==> src/rtl/pixel_scan_sequencer.sv <==
// Raster-order pixel/sample coordinate generator feeding the ray generator.
// Walks every pixel SAMPLES_PER_PIXEL times, honours stall, and pulses frame_done at frame end.
module pixel_scan_sequencer #(
  parameter int PIXEL_WIDTH       = 800,
  parameter int PIXEL_HEIGHT      = 600,
  parameter int SAMPLES_PER_PIXEL = 4,
  parameter int COORD_W           = 10,
  parameter int SAMPLE_W          = 4
) (
  input  logic                clk,
  input  logic                rst,
  input  logic                frame_start,
  input  logic                stall,
  output logic [COORD_W-1:0]  pixel_x,
  output logic [COORD_W-1:0]  pixel_y,
  output logic [SAMPLE_W-1:0] sample_idx,
  output logic                pixel_valid,
  output logic                last_sample,
  output logic                busy,
  output logic                frame_done
);

  typedef enum logic [1:0] {
    IDLE = 2'd0,
    SCAN = 2'd1,
    DONE = 2'd2
  } state_t;

  localparam logic [COORD_W-1:0]  X_LAST = COORD_W'(PIXEL_WIDTH - 1);
  localparam logic [COORD_W-1:0]  Y_LAST = COORD_W'(PIXEL_HEIGHT - 1);
  localparam logic [SAMPLE_W-1:0] S_LAST = SAMPLE_W'(SAMPLES_PER_PIXEL - 1);
  localparam logic [COORD_W-1:0]  C_ZERO = {COORD_W{1'b0}};
  localparam logic [COORD_W-1:0]  C_ONE  = {{(COORD_W-1){1'b0}}, 1'b1};
  localparam logic [SAMPLE_W-1:0] S_ZERO = {SAMPLE_W{1'b0}};
  localparam logic [SAMPLE_W-1:0] S_ONE  = {{(SAMPLE_W-1){1'b0}}, 1'b1};

  state_t                state_r;
  state_t                next_state_s;
  logic [COORD_W-1:0]    x_next_s;
  logic [COORD_W-1:0]    y_next_s;
  logic [SAMPLE_W-1:0]   s_next_s;
  logic                  valid_next_s;
  logic                  last_next_s;
  logic                  busy_next_s;
  logic                  done_next_s;
  logic                  accept_s;

  assign accept_s = pixel_valid && !stall;

  // Next-state and next-output computation; outputs are registered from these.
  always_comb begin
    next_state_s = state_r;
    x_next_s     = pixel_x;
    y_next_s     = pixel_y;
    s_next_s     = sample_idx;
    valid_next_s = pixel_valid;
    busy_next_s  = busy;
    done_next_s  = 1'b0;
    case (state_r)
      IDLE: begin
        x_next_s     = C_ZERO;
        y_next_s     = C_ZERO;
        s_next_s     = S_ZERO;
        valid_next_s = 1'b0;
        busy_next_s  = 1'b0;
        if (frame_start) begin
          next_state_s = SCAN;
          valid_next_s = 1'b1;
          busy_next_s  = 1'b1;
        end else begin
          next_state_s = IDLE;
        end
      end
      SCAN: begin
        if (accept_s) begin
          if (last_sample) begin
            next_state_s = DONE;
            x_next_s     = C_ZERO;
            y_next_s     = C_ZERO;
            s_next_s     = S_ZERO;
            valid_next_s = 1'b0;
            busy_next_s  = 1'b1;
            done_next_s  = 1'b1;
          end else if (sample_idx == S_LAST) begin
            // Sample wrap carries into the column, column wrap into the row.
            s_next_s = S_ZERO;
            if (pixel_x == X_LAST) begin
              x_next_s = C_ZERO;
              y_next_s = pixel_y + C_ONE;
            end else begin
              x_next_s = pixel_x + C_ONE;
            end
          end else begin
            s_next_s = sample_idx + S_ONE;
          end
        end else begin
          next_state_s = SCAN;
        end
      end
      DONE: begin
        next_state_s = IDLE;
        x_next_s     = C_ZERO;
        y_next_s     = C_ZERO;
        s_next_s     = S_ZERO;
        valid_next_s = 1'b0;
        busy_next_s  = 1'b0;
      end
      default: begin
        next_state_s = IDLE;
        x_next_s     = C_ZERO;
        y_next_s     = C_ZERO;
        s_next_s     = S_ZERO;
        valid_next_s = 1'b0;
        busy_next_s  = 1'b0;
      end
    endcase
    last_next_s = valid_next_s && (x_next_s == X_LAST) && (y_next_s == Y_LAST) &&
                  (s_next_s == S_LAST);
  end

  // State and output registers with synchronous reset.
  always_ff @(posedge clk) begin
    if (rst) begin
      state_r     <= IDLE;
      pixel_x     <= C_ZERO;
      pixel_y     <= C_ZERO;
      sample_idx  <= S_ZERO;
      pixel_valid <= 1'b0;
      last_sample <= 1'b0;
      busy        <= 1'b0;
      frame_done  <= 1'b0;
    end else begin
      state_r     <= next_state_s;
      pixel_x     <= x_next_s;
      pixel_y     <= y_next_s;
      sample_idx  <= s_next_s;
      pixel_valid <= valid_next_s;
      last_sample <= last_next_s;
      busy        <= busy_next_s;
      frame_done  <= done_next_s;
    end
  end

endmodule

==> config.mk <==
export PLATFORM = sky130hd
export DESIGN_NAME = pixel_scan_sequencer
export DESIGN_NICKNAME = d
export VERILOG_FILES = /design/src/rtl/pixel_scan_sequencer.sv
export SDC_FILE = /design/constraint.sdc
export NUM_CORES = 1
export LEC_CHECK = 0
export CAP_MARGIN = 20
export CORE_UTILIZATION = 52
export CTS_CLUSTER_DIAMETER = 50
export CTS_CLUSTER_SIZE = 25
export DETAILED_ROUTE_END_ITERATION = 16
export GPL_TIMING_DRIVEN = 0
export PLACE_DENSITY = 0.79
export SYNTH_ARGS = -nofsm -noshare
export SYNTH_HDL_FRONTEND = slang
export SYNTH_SLANG_ARGS = --single-unit
==> constraint.sdc <==
create_clock -name clk -period 3 [get_ports clk]
set_clock_uncertainty 0.1 [all_clocks]
set_input_delay 0.6 -clock clk [delete_from_list [all_inputs] [get_ports clk]]
set_output_delay 0.6 -clock clk [all_outputs]
set_load 0.02 [all_outputs]
==> results of run 1 <==
state kept, by name, summed over array words and instances, names as in the netlist:
| signal | count |
|---|---|
| pixel_y | 10 |
| sample_idx | 4 |
| pixel_x | 10 |
| last_sample | 1 |
| state_r | 2 |
| pixel_valid | 1 |
| busy | 1 |
| frame_done | 1 |
worst max-delay path: stages:
cell	delay, ns
clkdlybuf4s50_1	0.52
nor3b_2	0.30
nand2_1	0.24
nor3_1	0.29
a21oi_1	0.07
a2111oi_0	0.48
nand3_1	0.22
nor4b_4	0.29
per-layer routing:
layer	up-vias	part of all wire	wire length [µm]	GRT usage
met1	803	0.48	2110	0.354
met2	60	0.45	1960	0.393
met3	8	0.054	235	0.0462
met5	-	0	0	0
met4	0	0.017	74	0.114
li1	871	-	-	-
kinds of logic after synthesis:
kind of cell,Yosys count,share of synthesized area
multiplexers,3,0.0177
XOR/XNOR,9,0.0429
AND/OR/NAND/NOR,117,0.387
adder cells (fa/ha/maj),3,0.0205
flip-flops,30,0.327
buffers and inverters,9,0.0484
AO/OA/AOI/OAI,45,0.157
how the worst min path moves through the flow:
stage | end | cells after the start | slack, ns
5_1_grt | busy$_SDFFE_PP0P_ | 1 | 0.47
3_5_place_dp | busy$_SDFFE_PP0P_ | 1 | 0.42
2_1_floorplan | state_r[0]$_SDFFE_PP0P_ | 3 | 0.44
6_report | busy$_SDFFE_PP0P_ | 1 | 0.43
4_1_cts | busy$_SDFFE_PP0P_ | 1 | 0.44
3_3_place_gp | busy$_SDFFE_PP0P_ | 1 | 0.41
area by class of cell:
cell class,instances,share of cell area
flip-flops and latches,30,0.263
clock inverters,1,0.00219
inverters,1,0.00164
clock buffers,7,0.0241
repair buffers,30,0.132
plain buffers,8,0.0373
multi-input cells,177,0.515
well taps,46,0.0252
what timing repair did:
item                                    4_1_cts  5_1_grt
resized for setup                             1        5
buffers inserted                              0        0
endpoints found under the setup margin        1        1
layout by cell type, fill, tap and decap left out, types with 3 or more instances in the layout:
master and n:
nand2b_1 10, dfxtp_1 30, o21ai_0 9, ha_1 3
nor2_1 30, nor3_1 4, or3_1 3, xor2_1 4
xnor2_1 5, nand2_1 20, clkbuf_1 3, a21oi_1 19
nand4_1 7, nand3_1 13, clkdlybuf4s50_1 30, clkbuf_4 5
stage by stage:
stage           util  hold slack [ns]  setup TNS [ns]
3_3_place_gp   0.652            0.410          -0.435
4_1_cts        0.672            0.438               0
3_5_place_dp   0.652            0.415          -0.405
5_1_grt        0.679            0.470               0
6_report       0.679            0.434               0
2_1_floorplan      -            0.444               0
power breakdown:
| part | switching (mW) | internal, mW |
|---|---|---|
| registers | 0.00364 | 0.401 |
| logic | 0.0346 | 0.0187 |
| clock network | 0.150 | 0.113 |
==> results.sh, run 1 <==
export IMPL_via_per_inst=5.81
export IMPL_critical_path_max_fanout=6
export IMPL_antenna_found_initial=0
export IMPL_grt_pass1_vias=1508
export IMPL_cp_start_kind="primary input"
export IMPL_stdcell_area_mm2=0.00228
export IMPL_dp_hpwl_um=3110
export IMPL_cts_sinks=30
export IMPL_path_clk_slew_ns=0.10
export IMPL_r2r_start="sample_idx[1]$_SDFF_PP0_"
export IMPL_synthCells=216
export IMPL_fp_dieH_um=61.4
export IMPL_syn_nets=223
export IMPL_core_area_mm2=0.00336
export IMPL_total_power_mw=0.722
export IMPL_ys_flop_type="dfxtp_1"
export IMPL_syn_area_mm2=0.00184
export IMPL_path_class="in -> reg"
export IMPL_grt_setup_unrepaired="no"
export IMPL_port_buffers=30
export IMPL_clock_latency_ns=0.35
export IMPL_grt_first_pass_wirelength_um=7020
export IMPL_nets=260
export IMPL_status="finished, final reports clean"
export IMPL_worstHoldStart="busy$_SDFFE_PP0P_"
export IMPL_slew_headroom=0.651
export IMPL_vias=1742
export IMPL_final_fill_count=323
export IMPL_worstPathArrival_ns=3.02
export IMPL_crit_required_ns=3.17
export IMPL_max_freq_ghz=0.352
export IMPL_grt_ovfl_total=0
export IMPL_pin_count=32
export IMPL_dp_slack_ns=-0.405
export IMPL_die_x_um=61.4
export IMPL_crit_end="last_sample$_SDFF_PP0_"
export IMPL_place_area_mm2=0.00219
export IMPL_ys_top_cells_by_count="30 x dfxtp_1, 30 x nor2_1, 20 x nand2_1"
export IMPL_cts_tree="yes"
export IMPL_drtIter0Drc=73
export IMPL_synth_top_area_frac=0.327
export IMPL_multi_input_area_mm2=0.00118
export IMPL_synth_edf_count=0
export IMPL_ff2ff_path_depth=8
export IMPL_area_growth_pct=24.4
export IMPL_grt_max_degree=11
export IMPL_leakage_nw=0.753
export IMPL_cts_made_buffers=5
export IMPL_crit_path_end_kind="register"
export IMPL_avgSynthCellArea_um2=8.50
export IMPL_hold_viol=0
export IMPL_reg2reg_slack_ns=0.25
export IMPL_ctsHoldBuffers=0
export IMPL_synth_area_leaders="dfxtp_1 33%, nor2_1 6.1%, a21oi_1 5.2%, nand2_1 4.1%, nand3_1 3.5%"
export IMPL_ys_seq_area_frac=0.327
export IMPL_wl_um=4390
export IMPL_grt_usage=0.257
export IMPL_max_cap_violations=0
export IMPL_power_density_mw_per_mm2=316
export IMPL_first_pass_iters=4
export IMPL_synth_seq_cells=30
export IMPL_placedCellCount=292
export IMPL_clockBufferDepth=2
export IMPL_drcViolationCount=0
export IMPL_cts_root_buffer="clkbuf_4"
export IMPL_wl_per_cell_um=14.6
export IMPL_stdcell_count=300
export IMPL_finalMaxSlewViolations=0
export IMPL_ant_nets=0
export IMPL_cts_htree_levels=2
export IMPL_layout_drive_gt1_share=0.142
export IMPL_dieArea_mm2=0.00377
export IMPL_n_antenna_cell=0
export IMPL_tightest_slew_ns=0.523
export IMPL_netlist_top_cell_by_area="dfxtp_1"
export IMPL_hold_class="reg -> reg"
export IMPL_r2r_end="last_sample$_SDFF_PP0_"
export IMPL_finalWorstSetupSlack_ns=0.159
export IMPL_ys_warn_count=0
export IMPL_fin_crit_sh=0.947
export IMPL_synthArstFlopShare=0
export IMPL_crit_start="stall"
export IMPL_seq_area_um2=601
export IMPL_rows=21
export IMPL_initial_core_util=0.546
export IMPL_setup_violations=0
export IMPL_post_route_min_period_ns=2.84
export IMPL_synth_distinct_cells=59
export IMPL_gp_congestion=0.878
export IMPL_vdd_drop_max_uv=223
No activity file was read; power rests on OpenSTA's default activity.
==> inputs of run 2 (changes only) <==
- clock period: 3 -> 2.8 ns (I/O delays scaled with it)
==> results.sh, run 2 (same netlist as run 1, synthesis figures left out) <==
export IMPL_grt_use_met3=0.0441
export IMPL_cts_made_buffers=5
export IMPL_hold_viol=0
export IMPL_grt_usage=0.259
export IMPL_reg2reg_slack_ns=0.17
export IMPL_crit_path_end_kind="register"
export IMPL_fin_crit_sh=0.938
export IMPL_first_pass_iters=4
export IMPL_drtIter0Drc=70
export IMPL_drcViolationCount=0
export IMPL_via_per_inst=5.86
export IMPL_layout_common_cells="30 x nor2_1, 30 x dfxtp_1, 29 x clkdlybuf4s50_1"
export IMPL_die_x_um=61.4
export IMPL_grt_ovfl_total=0
export IMPL_finalWorstSetupSlack_ns=0.173
export IMPL_clockBufferDepth=2
export IMPL_nets=263
export IMPL_crit_end="last_sample$_SDFF_PP0_"
export IMPL_r2r_end="last_sample$_SDFF_PP0_"
export IMPL_fp_dieH_um=61.4
export IMPL_slew_headroom=0.663
export IMPL_core_area_mm2=0.00336
export IMPL_final_fill_count=311
export IMPL_setup_violations=0
export IMPL_pin_count=32
export IMPL_max_cap_violations=0
export IMPL_layout_drive_gt1_share=0.163
export IMPL_antenna_found_initial=0
export IMPL_port_buffers=30
export IMPL_clock_latency_ns=0.35
export IMPL_grt_pass1_vias=1522
export IMPL_crit_chain="ha_1 -> nor3b_4 -> and4_1 -> and3_2 -> mux2i_1 -> a21oi_1 -> or4_4 -> nor4b_4"
export IMPL_path_clk_slew_ns=0.10
export IMPL_worst_path_max_delay_cell="or4_4"
export IMPL_post_route_min_period_ns=2.63
export IMPL_leakage_nw=0.790
export IMPL_grt_max_degree=11
export IMPL_met2_usage=0.402
export IMPL_r2r_start="sample_idx[0]$_SDFF_PP0_"
export IMPL_dp_hpwl_um=3110
export IMPL_crit_required_ns=2.97
export IMPL_grt_first_pass_wirelength_um=7090
export IMPL_cts_tree="yes"
export IMPL_largestRegisters="pixel_x: 10 flops, pixel_y: 10 flops, sample_idx: 4 flops"
export IMPL_cts_htree_levels=2
export IMPL_max_freq_ghz=0.381
export IMPL_wl_per_cell_um=15.0
export IMPL_busiest_layer="met2"
export IMPL_grt_use_met1=0.355
export IMPL_rows=21
export IMPL_initial_core_util=0.546
export IMPL_tightest_slew_ns=0.505
export IMPL_critical_path_max_fanout=6
export IMPL_power_density_mw_per_mm2=334
export IMPL_status="finished, final reports clean"
export IMPL_total_power_mw=0.779
export IMPL_area_growth_pct=27.2
export IMPL_cts_root_buffer="clkbuf_4"
export IMPL_critPathMaxStageDelay_ns=0.44
export IMPL_wl_um=4560
export IMPL_gp_congestion=0.878
export IMPL_cts_sinks=30
export IMPL_vias=1775
export IMPL_path_class="reg -> reg"
export IMPL_ant_nets=0
export IMPL_hold_class="reg -> reg"
export IMPL_dp_slack_ns=-0.565
export IMPL_worstPathArrival_ns=2.80
export IMPL_n_antenna_cell=0
export IMPL_dieArea_mm2=0.00377
export IMPL_crit_start="sample_idx[0]$_SDFF_PP0_"
export IMPL_cp_start_kind="register"
export IMPL_ff2ff_path_depth=8
export IMPL_vdd_drop_max_uv=245
export IMPL_finalMaxSlewViolations=0
==> run 2: cell count changes in the layout (fill, tap and decap cells not counted) <==
cell,before,now
nor3b_2,1,2
nor2b_2,1,0
nor2b_4,0,1
nor3_2,0,1
a2111oi_1,0,1
a2111oi_0,1,0
nand2b_4,0,1
nand2b_1,10,8
nor3_1,4,3
buf_4,2,4
clkdlybuf4s50_1,30,29
nand2b_2,0,1
dlymetal6s2s_1,0,1
==> run 2: final cells by class <==
cell class                      instances  area [µm²]  share of cell area
Tap cell                               46        57.6              0.0247
Inverter                                1        3.75             0.00161
Clock buffer                            7        55.1              0.0236
Multi-Input combinational cell        178        1210               0.518
Timing Repair Buffer                   32         318               0.136
Buffer                                  8        85.1              0.0364
Clock inverter                          1        5.00             0.00214
Sequential cell                        30         601               0.257
==> run 2: worst min-delay path by stage <==
| stage | startpoint | to | cells after the start | slack, ns |
|---|---|---|---|---|
| 6_report | busy$_SDFFE_PP0P_ | busy$_SDFFE_PP0P_ | 1 | 0.44 |
| 5_1_grt | busy$_SDFFE_PP0P_ | busy$_SDFFE_PP0P_ | 1 | 0.47 |
| 4_1_cts | busy$_SDFFE_PP0P_ | busy$_SDFFE_PP0P_ | 1 | 0.44 |
| 3_5_place_dp | busy$_SDFFE_PP0P_ | busy$_SDFFE_PP0P_ | 1 | 0.42 |
| 3_3_place_gp | busy$_SDFFE_PP0P_ | busy$_SDFFE_PP0P_ | 1 | 0.41 |
| 2_1_floorplan | state_r[1]$_SDFFE_PP0P_ | state_r[0]$_SDFFE_PP0P_ | 3 | 0.44 |
==> run 2: what timing repair did <==
item | in CTS | in global routing
pin swaps | 0 | 3
setup buffers | 0 | 2
cloned | 0 | 1
endpoints found under the setup margin | 1 | 1
hold buffers | 0 | 0
resized for setup | 5 | 8
==> run 2: critical path: cells and delay by family (launching register included) <==
kind,cells,cell delay (ns)
compound gates,1,0.10
fa+ha+maj,1,0.28
flops,1,0.43
mux,1,0.19
simple gates,5,1.47
==> run 2: layer usage <==
metal	wire (µm)	up-vias	part of all wire
met5	0	-	0
met4	77	0	0.017
met3	280	7	0.061
met2	2060	70	0.45
met1	2140	820	0.47
li1	-	878	-
==> run 2: where the power goes <==
group	leakage (nW)	switching, mW	internal, mW
combinational	0.512	0.0381	0.0216
clock	0.0353	0.164	0.122
sequential	0.242	0.00448	0.430
==> run 2: through the flow <==
stage               hold WS (ns)  std cells  area (µm²)  utilization  TNS (ns)
floorplan                  0.444        216        1840            -         0
global route               0.470        303        2330        0.694  -0.00618
detailed placement         0.415        292        2190        0.652    -0.726
finish                     0.435        303        2330        0.694         0
CTS                        0.438        300        2280        0.677         0
global placement           0.410        292        2190        0.652    -0.769
